$ cat config.mk
export PLATFORM = sky130hd
export DESIGN_NAME = lv_fault_filter
export DESIGN_NICKNAME = d
export VERILOG_FILES = /design/src/rtl/lv_flt_pkg.sv /design/src/rtl/lv_flt_dgl_cnt.sv /design/src/rtl/lv_fault_filter.sv
export SDC_FILE = /design/constraint.sdc
export NUM_CORES = 1
export LEC_CHECK = 0
export ABC_AREA = 1
export CORE_ASPECT_RATIO = 0.5
export CORE_MARGIN = 5
export CORE_UTILIZATION = 55
export CTS_CLUSTER_SIZE = 20
export DETAILED_ROUTE_END_ITERATION = 10
export MAX_ROUTING_LAYER = met4
export PLACE_DENSITY = 0.81
export REMOVE_ABC_BUFFERS = 1
export SYNTH_ARGS = -nofsm -noshare
export SYNTH_HDL_FRONTEND = slang
export SYNTH_HIERARCHICAL = 1
export SYNTH_SLANG_ARGS = --single-unit
$ cat constraint.sdc
create_clock -name i_clk -period 2.07 [get_ports i_clk]
set_clock_uncertainty 0.1 [all_clocks]
set_input_delay 0.3105 -clock i_clk [delete_from_list [all_inputs] [get_ports i_clk]]
set_output_delay 0.3105 -clock i_clk [all_outputs]
set_load 0.005 [all_outputs]
$ cat src/rtl/lv_flt_pkg.sv
// Shared types and constants for the LV fault filter.
// Fault bit order matches the LV control FSM error inputs.
package lv_flt_pkg;

   typedef enum logic [1:0] {
      CLR_IDLE = 2'd0,
      CLR_CLR  = 2'd1,
      CLR_ACK  = 2'd2
   } clr_st_e;

   localparam int FLT_OW_COM  = 0;
   localparam int FLT_SPI     = 1;
   localparam int FLT_CRC_WD  = 2;
   localparam int FLT_PWM     = 3;
   localparam int FLT_UV_VCC  = 4;
   localparam int FLT_OV_VCC  = 5;
   localparam int FLT_UV_VDD  = 6;
   localparam int FLT_OV_VDD  = 7;
   localparam int FLT_OT      = 8;
   localparam int FLT_HV_UV   = 9;
   localparam int FLT_HV_OV   = 10;
   localparam int FLT_HV_OC   = 11;
   localparam int FLT_HV_SCP  = 12;

   localparam logic [7:0] DGL_DEF = 8'd4;

endpackage

$ cat src/rtl/lv_flt_dgl_cnt.sv
// Single-channel deglitch counter with fault latch.
// Rises slowly (saturating count), drops instantly; latch held until cleared.
module lv_flt_dgl_cnt
   import lv_flt_pkg::*;
#(
   parameter int CNT_W = 8
) (
   input  logic             i_clk,
   input  logic             i_rst,
   input  logic             i_raw,
   input  logic             i_mask,
   input  logic             i_clr,
   input  logic [CNT_W-1:0] i_thr,
   output logic             o_lat
);

   logic [CNT_W-1:0] thr;
   logic [CNT_W-1:0] cnt_q, cnt_d;
   logic             lat_q, lat_d;
   logic             filt_now;
   logic             set;

   assign thr = (i_thr == '0) ? CNT_W'(1) : i_thr;

   // A count above a freshly lowered threshold collapses onto it.
   always_comb begin
      cnt_d = '0;
      if (i_raw) begin
         if (cnt_q >= thr) cnt_d = thr;
         else              cnt_d = cnt_q + 1'b1;
      end
   end

   assign filt_now = (cnt_q >= thr);
   assign set      = (cnt_d == thr) & ~i_mask;

   always_comb begin
      lat_d = set | (lat_q & ~(i_clr & ~filt_now));
   end

   always_ff @(posedge i_clk or posedge i_rst) begin
      if (i_rst) begin
         cnt_q <= '0;
         lat_q <= 1'b0;
      end else begin
         cnt_q <= cnt_d;
         lat_q <= lat_d;
      end
   end

   assign o_lat = lat_q;

endmodule

$ cat src/rtl/lv_fault_filter.sv
// LV fault front end: deglitch, latch, 4-phase clear, first-fault capture.
// Define LV_FLT_SYNC_EN to add 2-flop synchronizers on raw faults and clear request.
module lv_fault_filter
   import lv_flt_pkg::*;
#(
   parameter int FLT_NUM = 13,
   parameter int CNT_W   = 8,
   parameter int IDX_W   = 4
) (
   input  logic               i_clk,
   input  logic               i_rst,
   input  logic [FLT_NUM-1:0] i_flt_raw,
   input  logic [FLT_NUM-1:0] i_flt_mask,
   input  logic [CNT_W-1:0]   i_dgl_cyc,
   input  logic               i_clr_req,
   output logic               o_clr_ack,
   output logic [FLT_NUM-1:0] o_flt_lat,
   output logic               o_flt_any,
   output logic [IDX_W-1:0]   o_flt_first,
   output logic               o_flt_first_vld
);

   logic [FLT_NUM-1:0] raw_s;
   logic               req_s;

`ifdef LV_FLT_SYNC_EN
   logic [FLT_NUM-1:0] raw_s1_q, raw_s2_q;
   logic               req_s1_q, req_s2_q;

   always_ff @(posedge i_clk or posedge i_rst) begin
      if (i_rst) begin
         raw_s1_q <= '0;
         raw_s2_q <= '0;
         req_s1_q <= 1'b0;
         req_s2_q <= 1'b0;
      end else begin
         raw_s1_q <= i_flt_raw;
         raw_s2_q <= raw_s1_q;
         req_s1_q <= i_clr_req;
         req_s2_q <= req_s1_q;
      end
   end

   assign raw_s = raw_s2_q;
   assign req_s = req_s2_q;
`else
   assign raw_s = i_flt_raw;
   assign req_s = i_clr_req;
`endif

   clr_st_e st_q;
   logic    ack_q;
   logic    clr;

   always_ff @(posedge i_clk or posedge i_rst) begin
      if (i_rst) begin
         st_q  <= CLR_IDLE;
         ack_q <= 1'b0;
      end else begin
         unique case (st_q)
            CLR_IDLE: if (req_s) st_q <= CLR_CLR;
            CLR_CLR: begin
               st_q  <= CLR_ACK;
               ack_q <= 1'b1;
            end
            CLR_ACK: if (!req_s) begin
               st_q  <= CLR_IDLE;
               ack_q <= 1'b0;
            end
            default: begin
               st_q  <= CLR_IDLE;
               ack_q <= 1'b0;
            end
         endcase
      end
   end

   assign clr       = (st_q == CLR_CLR);
   assign o_clr_ack = ack_q;

   logic [FLT_NUM-1:0] lat;

   for (genvar g = 0; g < FLT_NUM; g++) begin : g_ch
      lv_flt_dgl_cnt #(.CNT_W(CNT_W)) u_cnt (
         .i_clk  (i_clk),
         .i_rst  (i_rst),
         .i_raw  (raw_s[g]),
         .i_mask (i_flt_mask[g]),
         .i_clr  (clr),
         .i_thr  (i_dgl_cyc),
         .o_lat  (lat[g])
      );
   end

   assign o_flt_lat = lat;

   logic [IDX_W-1:0] first_d, first_q;
   logic             vld_q, any_q;

   always_comb begin
      first_d = '0;
      for (int i = FLT_NUM - 1; i >= 0; i--) begin
         if (lat[i]) first_d = IDX_W'(i);
      end
   end

   // Captured only on the empty-to-nonempty transition of the latch vector.
   always_ff @(posedge i_clk or posedge i_rst) begin
      if (i_rst) begin
         any_q   <= 1'b0;
         first_q <= '0;
         vld_q   <= 1'b0;
      end else begin
         any_q <= |lat;
         if (lat == '0) begin
            first_q <= '0;
            vld_q   <= 1'b0;
         end else if (!vld_q) begin
            first_q <= first_d;
            vld_q   <= 1'b1;
         end
      end
   end

   assign o_flt_any       = any_q;
   assign o_flt_first     = first_q;
   assign o_flt_first_vld = vld_q;

endmodule

==> results.py, run 1 <==
metrics = {
    "floorplan": {
        "num_rows": 40,
        "dieWidth_um": 233.3,
        "initial_core_util_pct": 56.51,
        "die_h_um": 121.7,
        "pin_count": 57,
    },
    "logic_synthesis": {
        "yosysTopAreaCell": "dfrtp_1",
        "postSynthCellCount": 2016,
        "synth_cell_types": 32,
        "yosysSeqAreaShare_pct": 22.81,
        "yosysTopAreaCellShare_pct": 22.81,
        "synth_area_leaders": "dfrtp_1 23%, nand2_1 16%, inv_1 11%",
        "ys_warn_count": 6,
        "ys_ff_latch": 125,
        "syn_area_um2": 13720,
        "syn_avg_cell_area_um2": 6.803,
    },
    "clock_network": {
        "ctsRootBufferMaster": "clkbuf_16",
        "clock_path_buffers": 2,
        "clock_sinks": 125,
        "cts_htree_levels": 4,
        "cts_buffers": 17,
    },
    "global_routing": {
        "antenna_found_initial": 13,
        "grt-ovfl-total": 13,
        "track_usage_pct": 75.57,
        "grt_max_degree": 18,
    },
    "placed_design": {
        "place.gp.congestion": 0.9589,
        "dp_hpwl_um": 28630,
        "portBuffers": 56,
    },
    "outcome": {
        "firstError": "[ERROR GRT-0232] Routing congestion too high. Check the congestion heatmap in the GUI.",
        "outcome": "aborted with a tool error",
        "haltStage": "global routing",
    },
    "sta": {
        "grt-worst-endpoint": "g_ch[11].u_cnt/o_lat$_DFF_PP0_/D",
        "worst_path_end_type": "register data pin",
    },
}
## cells by family after synthesis
kind of cell    count (synthesis)  synth area share (%)
compound gates                 85                 3.485
xor+xnor                       52                 3.321
fa+ha+maj                     117                 10.67
buf+inv                       455                 15.14
flops                         125                 22.81
simple gates                 1182                 44.57
## per-stage QoR
step	setup slack, ns	setup TNS, ns	hold slack (ns)	area [um^2]	cells
2_1_floorplan	0.006226	0	0.02616	13370	1989
3_3_place_gp	-0.9568	-75.41	0.3617	16510	2654
3_5_place_dp	-0.9709	-82.92	0.3625	16510	2654
4_1_cts	-0.1028	-0.7983	0.2795	17970	2735
## metal layers
layer	GRT usage [%]	GRT overflow
met1	72.83	1
met2	84.64	6
met3	72.87	2
met4	68.41	4
met5	-	-
## timing repair
action,in CTS
pin swaps,92
setup buffers,37
hold buffers,0
setup endpoints to repair,117
resized for setup,136
cloned,12
## cell usage after synthesis
| cell | n |
|---|---|
| a21oi_1 | 52 |
| xnor2_1 | 13 |
| buf_4 | 2 |
| nor2_2 | 53 |
| nor2_4 | 14 |
| nand4_4 | 1 |
| nand2_1 | 571 |
| o21ai_0 | 12 |
| dfrtp_1 | 125 |
| a21oi_4 | 1 |
| nor2_1 | 62 |
| inv_6 | 24 |
| nand2_2 | 68 |
| ha_1 | 117 |
| inv_2 | 5 |
| nor3_2 | 1 |
| nand2_8 | 12 |
| nand3_2 | 53 |
| o21bai_1 | 13 |
| nand3_4 | 1 |
| nand3b_1 | 12 |
| clkbuf_8 | 24 |
| a31o_1 | 1 |
| a21boi_0 | 1 |
| nand3_1 | 201 |
| xor2_1 | 39 |
| clkbuf_2 | 1 |
| nand2_4 | 15 |
| inv_1 | 399 |
| nand4_1 | 118 |
| o31ai_1 | 1 |
| o21ai_1 | 4 |
==> run 2: changes to the inputs <==
Settings changed: CORE_ASPECT_RATIO 0.5 to not set, CORE_UTILIZATION 55 to 40, CTS_CLUSTER_SIZE 20 to not set, MAX_ROUTING_LAYER met4 to not set, PLACE_DENSITY 0.81 to not set, PLACE_DENSITY_LB_ADDON set to 0.15.
==> run 2 against run 1 <==
  * The flow now finishes, with violations (setup timing)
  * Synthesized cell count stayed put
  * Area after synthesis unchanged
==> results.py, run 2 <==
metrics = {
    "logic_synthesis": {
        "yosysTopAreaCell": "dfrtp_1",
        "ys_warn_count": 6,
        "syn_avg_cell_area_um2": 6.803,
        "synth_cell_types": 32,
        "syn_area_um2": 13720,
        "postSynthCellCount": 2016,
        "async_reset_ff_share_pct": 100.0,
        "synth_flop_cell": "dfrtp_1",
        "ys_ff_latch": 125,
        "yosysSeqAreaShare_pct": 22.81,
        "yosysTopAreaCellShare_pct": 22.81,
        "synth_common_cells": "571 x nand2_1, 399 x inv_1, 201 x nand3_1",
        "synth_area_leaders": "dfrtp_1 23%, nand2_1 16%, inv_1 11%",
        "synth_edf_count": 0,
        "synth_most_common_cell": "nand2_1",
    },
    "setup_path": {
        "cp.arrival_ns": 2.51,
        "required_ns": 2.34,
        "worstSetupStartpointType": "primary input",
        "slowest_delay_ns": 0.19,
        "cpMaxStageDelayCell": "ha_4",
        "cpMostUsedCell": "nand2_1",
        "cp_cell_sequence": "buf_12, buf_12, buf_12, clkinv_4, nand4_1, nor2_2, nor2_4, inv_2, ha_4, nand2_2, nor2_2, nor2_2, nand2_2, nand2_4, nand2_8, inv_8, nand2_4, nand3_2, nand2_1, nand2_1, nand2_1, nor2_1, nand2_1, nand2_1",
        "cp_max_fo": 8,
        "end_kind": "register",
        "criticalPathCategory": "in2reg",
    },
    "clock_network": {
        "cts_tree": "yes",
        "clock_sinks": 125,
        "clock_path_buffers": 2,
        "cts_htree_levels": 4,
        "cts_buffers": 17,
        "ctsRootBufferMaster": "clkbuf_16",
        "clkSlewWorstSetupHoldPaths_ns": 0.06,
        "clkLatencyLatePin_ns": 0.43,
    },
    "sta": {
        "setup_ws_ns": -0.1671,
        "setup_viol": 13,
        "relSlewSlack_pct": 69.89,
        "worst_slew_pin_slew_ns": 0.4512,
        "rsz0062_at_grt": "yes",
        "slew_violations": 0,
        "period_share_pct": 108.1,
        "fmax_ghz": 0.4470,
        "fin_crit_ns": 2.237,
        "hold_viol": 0,
    },
    "detailed_routing": {
        "wl_um": 44610,
        "drt_iter0_drc": 784,
        "first_pass_iters": 5,
        "drc": 0,
        "ant_nets": 0,
        "vias_per_cell": 4.983,
        "dr_total_vias": 14450,
        "post_drt_wl_per_cell_um": 15.38,
    },
    "pwr": {
        "ir_drop_mv": 0.6917,
        "power.total_mw": 20.93,
        "power.density_nw_per_um2": 1102,
        "p_leak_nw": 11.02,
    },
    "placed_design": {
        "portBuffers": 56,
        "place.gp.congestion": 0.8968,
        "dp_hpwl_um": 29300,
    },
    "global_routing": {
        "grt_first_pass_wirelength_um": 71730,
        "grt_pass1_vias": 14120,
        "grt_max_degree": 18,
        "antenna_found_initial": 0,
        "track_usage_pct": 23.18,
        "grt-ovfl-total": 0,
    },
    "finish": {
        "final_cell_mix": "538 x nand2_1, 360 x inv_1, 341 x buf_4",
        "nNetsFinal": 2594,
        "drive_gt1_share_pct": 32.22,
        "largest_register_ffs": 104,
        "nFillCells": 3144,
        "area_delta_synth_final_pct": 38.51,
        "layout_commonest_cell": "nand2_1",
        "fin_util_pct": 56.37,
        "largest_register": "g_ch.u_cnt/cnt_q",
        "antenna_cells": 0,
    },
    "hold_path": {
        "hold_path_class": "in2async",
    },
    "flow_run": {
        "cap_violations": 0,
    },
    "floorplan": {
        "coreArea_um2": 33700,
        "dieArea_um2": 38090,
        "initial_core_util_pct": 40.70,
        "num_rows": 67,
        "pin_count": 57,
        "dieWidth_um": 195.2,
        "die_h_um": 195.2,
    },
    "outcome": {
        "violations": "setup timing",
        "outcome": "finished, violations left",
    },
}
## run 2: cell counts after synthesis
No cell type changed its count.
## run 2: cell families after synthesis
family / share of synthesized area, %
fa+ha+maj: 10.67
compound gates: 3.485
flops: 22.81
buf+inv: 15.14
simple gates: 44.57
xor+xnor: 3.321
## run 2: final cells by class
class	count	area, um^2	share of cell area, %
multi-input cells	1438	9046	47.62
clock inverters	6	107.6	0.5664
flip-flops and latches	125	3128	16.46
clock buffers	25	495.5	2.608
well taps	448	560.5	2.950
inverters	428	1782	9.378
repair buffers	430	3879	20.42
## run 2: routing by layer
| layer | GRT usage (%) | share of wire, % | vias to the layer above |
|---|---|---|---|
| met5 | 0 | 0 | - |
| met4 | 7.344 | 2.7 | 0 |
| met3 | 3.378 | 4.8 | 74 |
| met2 | 38.85 | 47 | 393 |
| met1 | 30.93 | 45 | 6722 |
| li1 | - | - | 7262 |
## run 2: critical path: cells and delay by family
| kind | cells | cell delay, ns |
|---|---|---|
| buf+inv | 6 | 0.60 |
| simple gates | 17 | 1.42 |
| fa+ha+maj | 1 | 0.19 |
## run 2: final timing paths
kind                                      endpoint  slack [ns]  cells after the start                    from
max in group asynchronous  g_ch[10].u_cnt/cnt_q[1]        1.22                      3                   i_rst
min in group i_clk         g_ch[10].u_cnt/cnt_q[1]        0.32                      5            i_dgl_cyc[1]
min                                 o_flt_first[0]        0.31                      3                   i_rst
min reg2reg                                st_q[0]        0.39                      1                 st_q[1]
max reg2reg                    g_ch[6].u_cnt/o_lat       -0.04                     16  g_ch[6].u_cnt/cnt_q[2]
max                            g_ch[8].u_cnt/o_lat       -0.17                     24            i_dgl_cyc[6]
## run 2: power breakdown
group	total, mW	switching [mW]	internal [mW]
Combinational	13.4	7.34	6.07
Clock	3.20	1.19	2.01
Sequential	4.32	0.982	3.34
## run 2: what timing repair did
action / 4_1_cts / 5_1_grt
hold endpoints to repair: 0 / 0
endpoints found under the setup margin: 117 / 53
gates resized for setup: 147 / 115
hold buffers: 0 / 0
buffers inserted: 45 / 35
pin swaps: 80 / 98
cloned: 15 / 0
## run 2: per-stage QoR
| stage | hold slack, ns | std cells | setup slack, ns | TNS, ns | cell area, um^2 |
|---|---|---|---|---|---|
| floorplan | 0.02616 | 1989 | 0.006226 | 0 | 13370 |
| global placement | 0.3719 | 2776 | -1.033 | -87.11 | 16730 |
| detailed placement | 0.3813 | 2776 | -1.041 | -89.60 | 16730 |
| CTS | 0.2891 | 2866 | -0.1016 | -0.7064 | 18360 |
| global route | 0.3132 | 2900 | -0.2758 | -3.404 | 19000 |
| finish | 0.3133 | 2900 | -0.1671 | -0.9777 | 19000 |
Note: power is estimated with default switching activity, not from simulation.
